[config.mk]
export PLATFORM = sky130hd
export DESIGN_NAME = axis_zoh_sched
export DESIGN_NICKNAME = d
export VERILOG_FILES = /design/src/rtl/zoh_sched_pkg.sv /design/src/rtl/axis_skid1.sv /design/src/rtl/axis_zoh_sched.sv
export SDC_FILE = /design/constraint.sdc
export NUM_CORES = 1
export LEC_CHECK = 0
export ABC_AREA = 1
export CORE_AREA = 5 5 106 108
export CTS_CLUSTER_SIZE = 20
export DETAILED_ROUTE_END_ITERATION = 10
export DIE_AREA = 0 0 111 113
export GPL_ROUTABILITY_DRIVEN = 0
export PLACE_DENSITY = 0.79
export RECOVER_POWER = 25
export SLEW_MARGIN = 20
export SYNTH_ARGS = -nofsm -noshare
export SYNTH_HDL_FRONTEND = slang
export SYNTH_SLANG_ARGS = --single-unit
[constraint.sdc]
create_clock -name aclk -period 2.3 [get_ports aclk]
set_input_delay 0.46 -clock aclk [delete_from_list [all_inputs] [get_ports aclk]]
set_output_delay 0.46 -clock aclk [all_outputs]
set_load 0.01 [all_outputs]
[src/rtl/zoh_sched_pkg.sv]
// Shared types and helpers for the ZOH sample-rate scheduler.
// Holds the scheduler state encoding and a saturating-increment helper.
package zoh_sched_pkg;

    typedef enum logic [1:0] {
        IDLE  = 2'd0,
        PRIME = 2'd1,
        RUN   = 2'd2,
        STOP  = 2'd3
    } sched_state_t;

    // Increment v, sticking at the all-ones value of a w-bit counter.
    // Counters of up to 32 bits are supported.
    function automatic logic [31:0] sat_inc(
        input logic [31:0] v,
        input int unsigned w
    );
        logic [31:0] max_v;
        max_v = (w >= 32) ? 32'hffff_ffff : ((32'd1 << w) - 32'd1);
        return (v >= max_v) ? max_v : v + 32'd1;
    endfunction

endpackage

[src/rtl/axis_skid1.sv]
// Single-entry AXI-Stream input buffer with a synchronous flush.
// Ports: en gates s_tready; consume empties the entry; flush discards it.
module axis_skid1 #(
    parameter int WIDTH = 24
) (
    input  logic             aclk,
    input  logic             arst_n,
    input  logic             en,
    input  logic             flush,
    input  logic             consume,
    input  logic [WIDTH-1:0] s_tdata,
    input  logic             s_tvalid,
    output logic             s_tready,
    output logic             buf_valid,
    output logic [WIDTH-1:0] buf_data
);

    logic             valid_q;
    logic             valid_d;
    logic [WIDTH-1:0] data_q;
    logic [WIDTH-1:0] data_d;
    logic             accept;

    // Ready only while empty, so an entry is never refilled in the
    // cycle it is consumed.
    assign s_tready  = en & ~valid_q;
    assign accept    = s_tvalid & s_tready;
    assign buf_valid = valid_q;
    assign buf_data  = data_q;

    always_comb begin
        valid_d = valid_q;
        data_d  = data_q;
        if (accept) begin
            valid_d = 1'b1;
            data_d  = s_tdata;
        end
        if (consume) begin
            valid_d = 1'b0;
        end
        if (flush) begin
            valid_d = 1'b0;
        end
    end

    always_ff @(posedge aclk) begin
        if (!arst_n) begin
            valid_q <= 1'b0;
            data_q  <= '0;
        end else begin
            valid_q <= valid_d;
            data_q  <= data_d;
        end
    end

endmodule

[src/rtl/axis_zoh_sched.sv]
// Sample-rate scheduler feeding the ZOH/CIC interpolator: one beat per R
// cycles from an upstream AXIS source, with underrun substitution.
// Ports: aclk/arst_n (sync, active-low); enable, underrun_zero,
// clear_counts controls; s_axis_* upstream; m_axis_* to ZOH; running,
// underrun pulse, underrun_count and stall_count status (CNT_W <= 32).
module axis_zoh_sched
    import zoh_sched_pkg::*;
#(
    parameter int WIDTH = 24,
    parameter int R     = 100,
    parameter int CNT_W = 16
) (
    input  logic             aclk,
    input  logic             arst_n,
    input  logic             enable,
    input  logic             underrun_zero,
    input  logic             clear_counts,
    input  logic [WIDTH-1:0] s_axis_tdata,
    input  logic             s_axis_tvalid,
    output logic             s_axis_tready,
    output logic [WIDTH-1:0] m_axis_tdata,
    output logic             m_axis_tvalid,
    input  logic             m_axis_tready,
    output logic             running,
    output logic             underrun,
    output logic [CNT_W-1:0] underrun_count,
    output logic [CNT_W-1:0] stall_count
);

    localparam int CW = (R > 2) ? $clog2(R) : 1;
    localparam logic [CW-1:0] CNT_LAST = CW'(R - 1);

    sched_state_t     state_q;
    sched_state_t     state_d;
    logic [CW-1:0]    cnt_q;
    logic [CW-1:0]    cnt_d;
    logic [WIDTH-1:0] last_q;
    logic [WIDTH-1:0] last_d;
    logic [WIDTH-1:0] m_data_q;
    logic [WIDTH-1:0] m_data_d;
    logic             m_valid_q;
    logic             m_valid_d;
    logic             under_q;
    logic             under_d;
    logic             running_q;
    logic             running_d;
    logic [CNT_W-1:0] ucnt_q;
    logic [CNT_W-1:0] ucnt_d;
    logic [CNT_W-1:0] scnt_q;
    logic [CNT_W-1:0] scnt_d;

    logic             buf_en;
    logic             flush;
    logic             consume;
    logic             buf_valid;
    logic [WIDTH-1:0] buf_data;
    logic             tick;
    logic             m_free;

    assign buf_en = (state_q == PRIME) || (state_q == RUN);

    axis_skid1 #(
        .WIDTH (WIDTH)
    ) u_skid (
        .aclk      (aclk),
        .arst_n    (arst_n),
        .en        (buf_en),
        .flush     (flush),
        .consume   (consume),
        .s_tdata   (s_axis_tdata),
        .s_tvalid  (s_axis_tvalid),
        .s_tready  (s_axis_tready),
        .buf_valid (buf_valid),
        .buf_data  (buf_data)
    );

    assign tick   = (state_q == RUN) && (cnt_q == '0);
    // Output slot is free if empty or being taken this cycle.
    assign m_free = ~m_valid_q | m_axis_tready;

    always_comb begin
        state_d   = state_q;
        cnt_d     = '0;
        flush     = 1'b0;
        consume   = 1'b0;
        m_valid_d = m_valid_q & ~m_axis_tready;
        m_data_d  = m_data_q;
        last_d    = last_q;
        under_d   = 1'b0;
        ucnt_d    = ucnt_q;
        scnt_d    = scnt_q;

        if (tick) begin
            if (m_free) begin
                m_valid_d = 1'b1;
                if (buf_valid) begin
                    m_data_d = buf_data;
                    last_d   = buf_data;
                    consume  = 1'b1;
                end else begin
                    m_data_d = underrun_zero ? '0 : last_q;
                    under_d  = 1'b1;
                    ucnt_d   = CNT_W'(sat_inc(32'(ucnt_q), CNT_W));
                end
            end else begin
                // Beat still pending: this slot is lost to back-pressure.
                scnt_d = CNT_W'(sat_inc(32'(scnt_q), CNT_W));
            end
        end

        unique case (state_q)
            IDLE: begin
                if (enable) begin
                    state_d = PRIME;
                end
            end
            PRIME: begin
                if (!enable) begin
                    state_d = IDLE;
                    flush   = 1'b1;
                end else if (buf_valid) begin
                    state_d = RUN;
                end
            end
            RUN: begin
                cnt_d = (cnt_q == CNT_LAST) ? '0 : cnt_q + 1'b1;
                if (!enable) begin
                    state_d = STOP;
                end
            end
            STOP: begin
                if (m_free) begin
                    state_d = IDLE;
                    flush   = 1'b1;
                end
            end
            default: begin
                state_d = IDLE;
                flush   = 1'b1;
            end
        endcase

        if (clear_counts) begin
            ucnt_d = '0;
            scnt_d = '0;
        end

        running_d = (state_d != IDLE);
    end

    always_ff @(posedge aclk) begin
        if (!arst_n) begin
            state_q   <= IDLE;
            cnt_q     <= '0;
            last_q    <= '0;
            m_data_q  <= '0;
            m_valid_q <= 1'b0;
            under_q   <= 1'b0;
            running_q <= 1'b0;
            ucnt_q    <= '0;
            scnt_q    <= '0;
        end else begin
            state_q   <= state_d;
            cnt_q     <= cnt_d;
            last_q    <= last_d;
            m_data_q  <= m_data_d;
            m_valid_q <= m_valid_d;
            under_q   <= under_d;
            running_q <= running_d;
            ucnt_q    <= ucnt_d;
            scnt_q    <= scnt_d;
        end
    end

    assign m_axis_tdata   = m_data_q;
    assign m_axis_tvalid  = m_valid_q;
    assign running        = running_q;
    assign underrun       = under_q;
    assign underrun_count = ucnt_q;
    assign stall_count    = scnt_q;

endmodule

== Word-level counts from Yosys, hierarchy flattened ==
Cells that the tools add are included.
Storage, ports and cells
  output and inout bits: 60
  bits of input ports: 31
  logic and storage cells: 62
  register bits after elaboration: 117
Cells by class
  bitwise operators: 10
  eq/ne operators: 4
  add/sub/neg operators: 3
  magnitude comparators: 2
  reduce and logical (&&, ||, !) cells: 13
  mux-type cells: 19
Operators with widths (count)
  24-bit 2-to-1 mux: 2
  16-bit by 1-bit adder with 16-bit output (second input constant): 2
  16-bit greater-or-equal comparator (second input constant): 2
  16-bit 2-to-1 mux: 2
  2-bit 2-to-1 mux: 5
  3-bit AND reduction: 3
  1-bit 2-to-1 mux: 8
  2-bit one-hot mux with 4 select lines: 1
  7-bit by 1-bit adder with 7-bit output (second input constant): 1
  7-bit equality test (second input constant): 1
  7-bit zero test: 1
  1-bit inverter: 6
  3-bit OR reduction: 2
  2-bit equality test (second input constant): 2
  2-bit AND reduction: 2
  1-bit bitwise AND: 3
  2-bit by 1-bit equality test with 1-bit output (second input constant): 1
  2-bit zero test: 1
  1-bit one-hot mux with 2 select lines: 1
  2-bit nonzero test: 1
  2-bit OR reduction: 1
  1-bit logical AND: 1
  1-bit logical OR: 1
  1-bit OR: 1

== Depth between registers and ports, before layout ==
Gate-level depths: netlist of the first run.
  word-level depth: 5
  gate-level depth with buffers: 11
  mapped depth without buffers: 11

== Hierarchy ==
From an unflattened synthesis of the first run, not the netlist that was laid out.
Second synthesis, totals
  cells, all modules: 845
  area, all modules: 5637.9 um2
By module, submodules not included
  axis_zoh_sched: cells an instance 685, sequential area each 1841.8 um2, instances 1, area an instance 4594.4 um2
  axis_skid1: cells an instance 160, sequential area each 500.5 um2, instances 1, area an instance 1043.5 um2

== Worst setup path after synthesis of the first run ==
OpenSTA, ideal clock, no wires.
  kind: register -> register
  start: reg state_q[0]
  end: reg u_skid.data_q[10], in the netlist u_skid.buf_data[10]
  path slack: 0.615 ns
  buffers on the path: 1
  cell stages (with the launch flop): 10
  clock period less this slack: 1.685 ns
  arrival time: 1.614 ns
  cells stage by stage: dfxtp_1 -> inv_1 -> ha_1 -> inv_1 -> nor2_1 -> nand2_1 -> inv_1 -> buf_2 -> nand2_1 -> a21oi_1
On the way
  cells in the longest elaborated chain, start to end: 4
Ends and longest elaborated chain
  start, declared: line axis_zoh_sched.sv:33  | sched_state_t state_q;
  start signal, assigned: line axis_zoh_sched.sv:163  | state_q <= state_d;
  2-bit by 1-bit equality test with 1-bit output or 2-bit equality test (tied branches): line axis_zoh_sched.sv:60  | assign buf_en = (state_q == PRIME) || (state_q == RUN);
  1-bit logical OR *: line axis_zoh_sched.sv:60
  1-bit bitwise AND *: line axis_skid1.sv:26  | assign s_tready = en & ~valid_q;
  net s_axis_tready: line axis_zoh_sched.sv:20  | output logic s_axis_tready,
  1-bit bitwise AND *: line axis_skid1.sv:27  | assign accept = s_tvalid & s_tready;
  end signal, assigned: line axis_skid1.sv:52  | data_q <= data_d;
  end, declared: line axis_skid1.sv:20  | logic [WIDTH-1:0] data_q;
The timed path passes the listed nets; every way through them passes the cells marked *.
A chain may end at the register's enable or synchronous reset.

== Worst setup path in the final report of the first run ==
  start: reg state_q[0]
  end: out s_axis_tready
On the way
  cells in the longest elaborated chain, start to end: 3
Ends and longest elaborated chain (line)
  2-bit by 1-bit equality test with 1-bit output or 2-bit equality test (tied branches): axis_zoh_sched.sv:60
  1-bit logical OR *: axis_zoh_sched.sv:60
  1-bit bitwise AND *: axis_skid1.sv:26
  end, declared: axis_zoh_sched.sv:20
Every way passes the cells marked *; elsewhere a longest branch is shown, timed or not.

==> results by group, run 1 <==
Clock tree
  – Clock Root Buffer: clkbuf_8
  – Hold Buf Count CTS: 0
  – Max H-tree Level: 4
  – Worst skew pair latency: 0.52 ns
  – Number of buffers created by CTS: 17
  – CTS tree: built
  – Largest buffer count on any clock path: 2
  – Setup bufs post-CTS: 0
  – Clock transition at the registers of the reported paths: 0.06 ns
  – CTS sink count: 117

Timing
  – Least-Margin Pin Slew: 0.561 ns
  – Worst hold margin: 0.466 ns
  – Relative slew slack: 62.4%
  – Tmin final: 2.10 ns
  – Fmax: 477 MHz
  – Final Hold Viols: 0
  – Fin Clk Skew: 0.0162 ns
  – Tcrit/Tclk final: 91.2%
  – Max Slew Vio Count: 0
  – Setup-failing EPs final: 0
  – Final setup TNS: 0 ns
  – RSZ-0062 raised after global routing: no

Die
  – Die width: 111 µm
  – Die area: 12500 µm²
  – Die height: 113 µm
  – Core area: 10100 µm²
  – Ports: 91
  – Core Rows: 37
  – Initial core utilization: 52.2%

Synth
  – Sequential fraction of the synthesis area: 44.2%
  – Primary FF master, synth: dfxtp_1
  – Synth top area cells: dfxtp_1 44%, nand2_1 20%, a21oi_1 8.4%
  – FF+latch count, synth: 117
  – Ys Warns: 0
  – Ys async rst share: 0%
  – Yosys top cell area share: 44.2%
  – Synth top cells by count: 286 x nand2_1, 117 x dfxtp_1, 89 x a21oi_1
  – Syn Area/Cell: 6.94 µm²
  – Net count of the mapped netlist: 803
  – Synth area leader: dfxtp_1
  – Mapped Cells: 763
  – Mapped Area: 5290 µm²
  – Count leader, synth: nand2_1
  – EDFF count, synth: 0
  – Yosys cell types: 30

Power
  – Internal: 3.60 mW
  – Combinational Power Share: 4.1%
  – Flop pwr share: 44.0%
  – PwrDens: 682 nW/µm²
  – Psw: 1.10 mW
  – Sw frac: 23.4%
  – Clk pwr share: 51.9%
  – Peak supply drop: 0.000506 V
  – Leak: 2.65 nW

Placed design
  – Port Buf Inserts: 90
  – Hpwl dp: 9310 µm

Drt
  – DR vias: 5316
  – Via/cell ratio: 5.28
  – Final WL: 13700 µm
  – Final ANT Viol Nets: 0
  – DR iter-0 viols: 412
  – DRC viols: 0
  – Drt first pass iters: 7
  – WL per Instance: 13.6 µm

Setup path
  – Worst path cell trace: inv_1 > ha_1 > inv_1 > nor2_1 > clkbuf_2
  – Crit start category: flip-flop
  – Critical Path Most Common Cell: inv_1
  – WP data required: 1.84 ns
  – Critical path capture point type: primary output
  – Worst path bufs/invs: 3
  – Crit path max-delay cell type: dfxtp_1
  – CP max FO: 4
  – Crit path max-delay family: flip-flops
  – CP max stage delay: 0.39 ns
  – WS Path Type: flip-flop to primary output
  – CP Data Arrival Time: 1.64 ns

Cells and area
  – Ant diodes: 0
  – P&R area growth vs syn: 30.3%
  – Layout cells sized above 1: 7.58%
  – Nets@finish: 899
  – Fill count: 817

Status
  – Status: finished, final reports clean

Hold path
  – Hold Crit Class: flip-flop to flip-flop

Global routing
  – Total track usage: 21.9%
  – Number of global-route vias before repair: 5143
  – Initial antenna violation count: 0
  – Grt ovf: 0
  – First-pass GRT wire length: 23100 µm
  – Largest net degree at the start of global routing: 39

Flow run
  – Number of max-cap violations: 0
==> through the flow <==
stage               cell area (µm²)  power [mW]  util, %  worst slack (ns)  cells
global placement               6360        2.30     62.7             0.200    976
detailed placement             6360        2.31     62.7             0.144    976
CTS                            6910        4.74     68.1           0.00754   1007
floorplan                      5290        2.21        -             0.615    763
global route                   6900        4.87     68.0            0.0857   1007
finish                         6900        4.71     68.0             0.202   1007
==> cells by family (layout without fill, tap and decap cells) <==
| logic type | after synthesis | count (layout) | synth area share, % |
|---|---|---|---|
| xor gates and xnor gates | 10 | 10 | 1.65 |
| DFF | 117 | 117 | 44.2 |
| adders and majority gates | 9 | 9 | 2.13 |
| buffers and inverters | 85 | 193 | 6.64 |
| AOI/OAI and AO/OA | 113 | 113 | 11.0 |
| and+or+nand+nor | 429 | 429 | 34.3 |
==> sequential cells by signal, indices dropped and copies added, names as in the netlist <==
signal / count
m_axis_tvalid: 1
underrun: 1
underrun_count: 16
u_skid.buf_valid: 1
state_q: 2
last_q: 24
u_skid.buf_data: 24
m_axis_tdata: 24
stall_count: 16
cnt_q: 7
running: 1
==> worst paths after layout <==
kind | from | to | slack, ns | cells after the start
min | u_skid.buf_data[8]$_SDFFE_PN0P_ | u_skid.buf_data[8]$_SDFFE_PN0P_ | 0.47 | 2
max reg2reg | state_q[0]$_SDFF_PN0_ | stall_count[0]$_SDFFE_PP0P_ | 0.30 | 8
max | state_q[0]$_SDFF_PN0_ | s_axis_tready | 0.20 | 5
min reg2reg | u_skid.buf_data[8]$_SDFFE_PN0P_ | u_skid.buf_data[8]$_SDFFE_PN0P_ | 0.47 | 2
==> layer usage <==
metal	up-vias	GRT usage (%)	share of wire, %
met5	-	0	0
met3	29	5.99	6.3
met1	2451	25.3	42
met2	184	38.3	50
met4	0	9.28	2.1
li1	2652	-	-
==> cell usage in the layout (no fill, tap or decap), types with 4 or more instances in the layout <==
master	instances
nand2_1	286
dfxtp_1	116
a21oi_1	89
clkdlybuf4s50_1	87
nand3_1	65
inv_1	50
nor2_1	43
o21ai_0	17
clkbuf_16	16
nand4_1	14
buf_4	12
ha_1	9
xor2_1	6
nor2_4	5
nor3_1	5
inv_2	4
or2_2	4
xnor2_1	4
clkinvlp_4	4
clkinv_4	4
==> what timing repair did <==
item                       4_1_cts  5_1_grt
resized for setup                1        3
gates cloned                     0        0
setup endpoints to repair        1        1
==> worst min-delay path, stage by stage (launching register included) <==
cell	delay (ns)
dfxtp_1	0.31
nand2_1	0.06
a21oi_1	0.05
==> area by class of cell <==
type / instances / area [µm²] / area share [%]
tap: 136 / 170 / 2.47
multi-input combinational: 561 / 2600 / 37.7
inverter: 56 / 210 / 3.05
clock inverter: 13 / 126 / 1.83
clock buffer: 18 / 428 / 6.20
sequential: 117 / 2340 / 34.0
timing repair buffer: 106 / 1020 / 14.8
==> power groups by stage <==
stage | logic [mW] | clock network, mW | registers, mW
after detailed placement | 0.196 | 0 | 2.11
after floorplan | 0.0974 | 0 | 2.11
after CTS | 0.196 | 2.47 | 2.07
after global placement | 0.192 | 0 | 2.11
final | 0.194 | 2.44 | 2.07
after global routing | 0.213 | 2.59 | 2.07
Note: power is estimated with default switching activity, not from simulation.
==> run 2, diff against run 1 <==
Settings changed: CORE_AREA 5 5 106 108 to 5 5 109 111, DIE_AREA 0 0 111 113 to 0 0 114 116, SYNTH_HIERARCHICAL set to 1.
==> results by group, run 2 <==
Global routing
  – Grt ovf: 0 (unchanged)
  – Initial antenna violation count: 0 (unchanged)
  – Number of global-route vias before repair: 5034 (was 5143)
  – First-pass GRT wire length: 23000 µm (was 23100 µm)
  – Total track usage: 21.4% (was 21.9%)
  – Largest net degree at the start of global routing: 52 (was 39)
  – GRT met1 Usage: 26.1% (was 25.3%)
  – Met3 usage: 4.96% (was 5.99%)
  – Met2 usage: 37.2% (was 38.3%)
  – Layer with the highest usage: met2 (unchanged)

Setup path
  – Worst path bufs/invs: 3 (unchanged)
  – Critical path capture point type: primary output (unchanged)
  – WS Path Type: flip-flop to primary output (unchanged)
  – CP Data Arrival Time: 1.67 ns (was 1.64 ns)
  – Crit path max-delay cell type: dfxtp_1 (unchanged)
  – Crit path max-delay family: flip-flops (unchanged)
  – WP data required: 1.84 ns (about the same)
  – CP max FO: 4 (unchanged)
  – Crit start category: flip-flop (unchanged)
  – Critical Path Most Common Cell: inv_1 (unchanged)
  – CP max stage delay: 0.38 ns (was 0.39 ns)
  – Worst path cell trace: inv_1 > ha_1 > inv_1 > nor2_1 > clkbuf_2 (unchanged)

Synth
  – Yosys cell types: 32 (was 30)
  – Synth top cells by count: 271 x nand2_1, 117 x dfxtp_1, 103 x inv_1 (was 286 x nand2_1, 117 x dfxtp_1, 89 x a21oi_1)
  – Yosys top cell area share: 41.5% (was 44.2%)
  – Mapped Cells: 845 (was 763)
  – Synth area leader: dfxtp_1 (unchanged)
  – Ys Warns: 6 (was 0)
  – Sequential fraction of the synthesis area: 41.5% (was 44.2%)
  – Syn Area/Cell: 6.67 µm² (was 6.94 µm²)
  – Primary FF master, synth: dfxtp_1 (unchanged)
  – Mapped Area: 5640 µm² (was 5290 µm²)
  – Synth top area cells: dfxtp_1 42%, nand2_1 18%, inv_1 6.9% (was dfxtp_1 44%, nand2_1 20%, a21oi_1 8.4%)
  – FF+latch count, synth: 117 (unchanged)
  – EDFF count, synth: 0 (unchanged)
  – Count leader, synth: nand2_1 (unchanged)
  – Ys async rst share: 0% (unchanged)
  – Net count of the mapped netlist: 885 (was 803)

Flow run
  – Number of max-cap violations: 0 (unchanged)

Die
  – Core area: 10700 µm² (was 10100 µm²)
  – Die height: 116 µm (was 113 µm)
  – Die area: 13200 µm² (was 12500 µm²)
  – Core Rows: 38 (was 37)
  – Die width: 114 µm (was 111 µm)
  – Initial core utilization: 52.7% (was 52.2%)
  – Ports: 91 (unchanged)

Power
  – Psw: 1.19 mW (was 1.10 mW)
  – Internal: 3.74 mW (was 3.60 mW)
  – Clk pwr share: 52.7% (was 51.9%)
  – PwrDens: 679 nW/µm² (was 682 nW/µm²)
  – Flop pwr share: 42.4% (was 44.0%)
  – Combinational Power Share: 4.9% (was 4.1%)
  – Tot Pwr: 4.93 mW (was 4.71 mW)
  – Sw frac: 24.1% (was 23.4%)
  – Leak: 2.93 nW (was 2.65 nW)
  – Peak supply drop: 0.000492 V (was 0.000506 V)

Timing
  – RSZ-0062 raised after global routing: no (unchanged)
  – Final Hold Viols: 0 (unchanged)
  – Relative slew slack: 46.7% (was 62.4%)
  – Least-Margin Pin Slew: 0.795 ns (was 0.561 ns)
  – Max Slew Vio Count: 0 (unchanged)
  – Fmax: 469 MHz (was 477 MHz)
  – Worst Setup Slack, final: 0.169 ns (was 0.202 ns)
  – Worst hold margin: 0.464 ns (was 0.466 ns)
  – Fin Clk Skew: 0.00701 ns (was 0.0162 ns)
  – Final setup TNS: 0 ns (unchanged)
  – Setup-failing EPs final: 0 (unchanged)
  – Tcrit/Tclk final: 92.7% (was 91.2%)
  – Tmin final: 2.13 ns (was 2.10 ns)

Drt
  – Drt first pass iters: 5 (was 7)
  – Final ANT Viol Nets: 0 (unchanged)
  – Via/cell ratio: 4.98 (was 5.28)
  – DR iter-0 viols: 279 (was 412)
  – WL per Instance: 12.6 µm (was 13.6 µm)
  – Final WL: 13800 µm (was 13700 µm)
  – DRC viols: 0 (unchanged)
  – DR vias: 5438 (was 5316)

Cells and area
  – Non-filler instance count after layout: 1092 (was 1007)
  – Most common cell after layout, fill and taps aside: nand2_1 (unchanged)
  – Most frequent cells in the layout: 271 x nand2_1, 116 x dfxtp_1, 103 x inv_1, 95 x nor2_1, 86 x clkdlybuf4s50_1 (was 286 x nand2_1, 116 x dfxtp_1, 89 x a21oi_1, 87 x clkdlybuf4s50_1, 65 x nand3_1)
  – Final core occ: 67.8% (was 68.0%)
  – Flip-flop and latch area: 2340 µm² (unchanged)
  – Nets@finish: 979 (was 899)
  – Fill count: 928 (was 817)
  – Design area: 7250 µm² (was 6900 µm²)
  – P&R area growth vs syn: 28.7% (was 30.3%)
  – Layout cells sized above 1: 7.67% (was 7.58%)
  – Ant diodes: 0 (unchanged)
  – Multi-input logic area: 2720 µm² (was 2600 µm²)

Clock tree
  – Clock Root Buffer: clkbuf_8 (unchanged)
  – CTS sink count: 117 (unchanged)
  – Clock transition at the registers of the reported paths: 0.06 ns (about the same)
  – Max H-tree Level: 4 (unchanged)
  – Setup bufs post-CTS: 0 (unchanged)
  – Hold Buf Count CTS: 0 (unchanged)
  – Largest buffer count on any clock path: 2 (unchanged)
  – Number of buffers created by CTS: 17 (unchanged)
  – Worst skew pair latency: 0.52 ns (about the same)
  – CTS tree: built (unchanged)

Placed design
  – Dpl ws: 0.188 ns (was 0.144 ns)
  – Hpwl dp: 9150 µm (was 9310 µm)
  – Area post-placement: 6690 µm² (was 6360 µm²)
  – Dpl cells: 1060 (was 976)
  – Port Buf Inserts: 90 (unchanged)

Status
  – Status: finished, final reports clean (unchanged)

Hold path
  – Hold Crit Class: flip-flop to flip-flop (unchanged)
[run 2: cell types whose count changed after synthesis, sizes merged, moves of 2 or more]
cell / before / now
a21oi: 89 / 80
nor3: 5 / 12
nor3b: 2 / 0
nand3: 66 / 71
inv: 54 / 104
nor2: 51 / 101
nand2: 286 / 272
o21ai: 17 / 14
buf: 14 / 18
clkbuf: 15 / 12
xor2: 6 / 3
[run 2: worst reg2reg max path: cells and delay by family, from the launching register on]
kind	cells	cell delay, ns
adders and majority gates	1	0.32
buffers and inverters	2	0.63
DFF	1	0.38
and+or+nand+nor	4	0.65
[run 2: cells by family (layout without fill, tap and decap cells)]
kind of cell / after synthesis / in the layout / share of synthesized area (%)
compound gates: 98 / 98 / 9.34
xor+xnor: 7 / 7 / 1.09
fa+ha+maj: 9 / 9 / 2.00
buf+inv: 135 / 242 / 10.1
flops: 117 / 117 / 41.5
simple gates: 479 / 479 / 35.9
[run 2: path summary, 6_finish.rpt]
kind | from | endpoint | slack, ns | depth (start not counted)
max | state_q[0]$_SDFF_PN0_ | s_axis_tready | 0.17 | 5
min | last_q[3]$_SDFFE_PN0P_ | last_q[3]$_SDFFE_PN0P_ | 0.46 | 2
max reg2reg | state_q[0]$_SDFF_PN0_ | u_skid/buf_data[22]$_SDFFE_PN0P_ | 0.22 | 7
min reg2reg | last_q[3]$_SDFFE_PN0P_ | last_q[3]$_SDFFE_PN0P_ | 0.46 | 2
[run 2: power by group through the flow]
stage	logic, mW	clock network (mW)	registers, mW
2_1_floorplan	0.147	0	2.13
3_3_place_gp	0.243	0	2.13
3_5_place_dp	0.244	0	2.13
4_1_cts	0.246	2.63	2.09
5_1_grt	0.270	2.74	2.09
6_report	0.239	2.60	2.09
[run 2: what timing repair did]
item / 4_1_cts / 5_1_grt
setup endpoints to repair: 1 / 1
pin swaps: 0 / 0
gates resized for setup: 2 / 2
endpoints found under the hold margin: 0 / 0
[run 2: layer usage]
layer | share of wire [%] | routed length [µm]
met3 | 5.1 | 697
met1 | 44 | 6130
met5 | 0 | 0
met2 | 49 | 6750
met4 | 1.5 | 213
[run 2: final cells by class]
class,instances,share of cell area (%)
Clock inverter,15,2.36
Clock buffer,17,5.71
Tap cell,140,2.42
Sequential cell,117,32.3
Inverter,105,5.43
Timing Repair Buffer,105,14.2
Multi-Input combinational cell,593,37.5
==> run 3, diff against run 2 <==
Settings changed: CTS_CLUSTER_DIAMETER set to 50.
==> results of run 3 <==
Same layout as run 2: the final DEF is identical, and so are final timing and power.
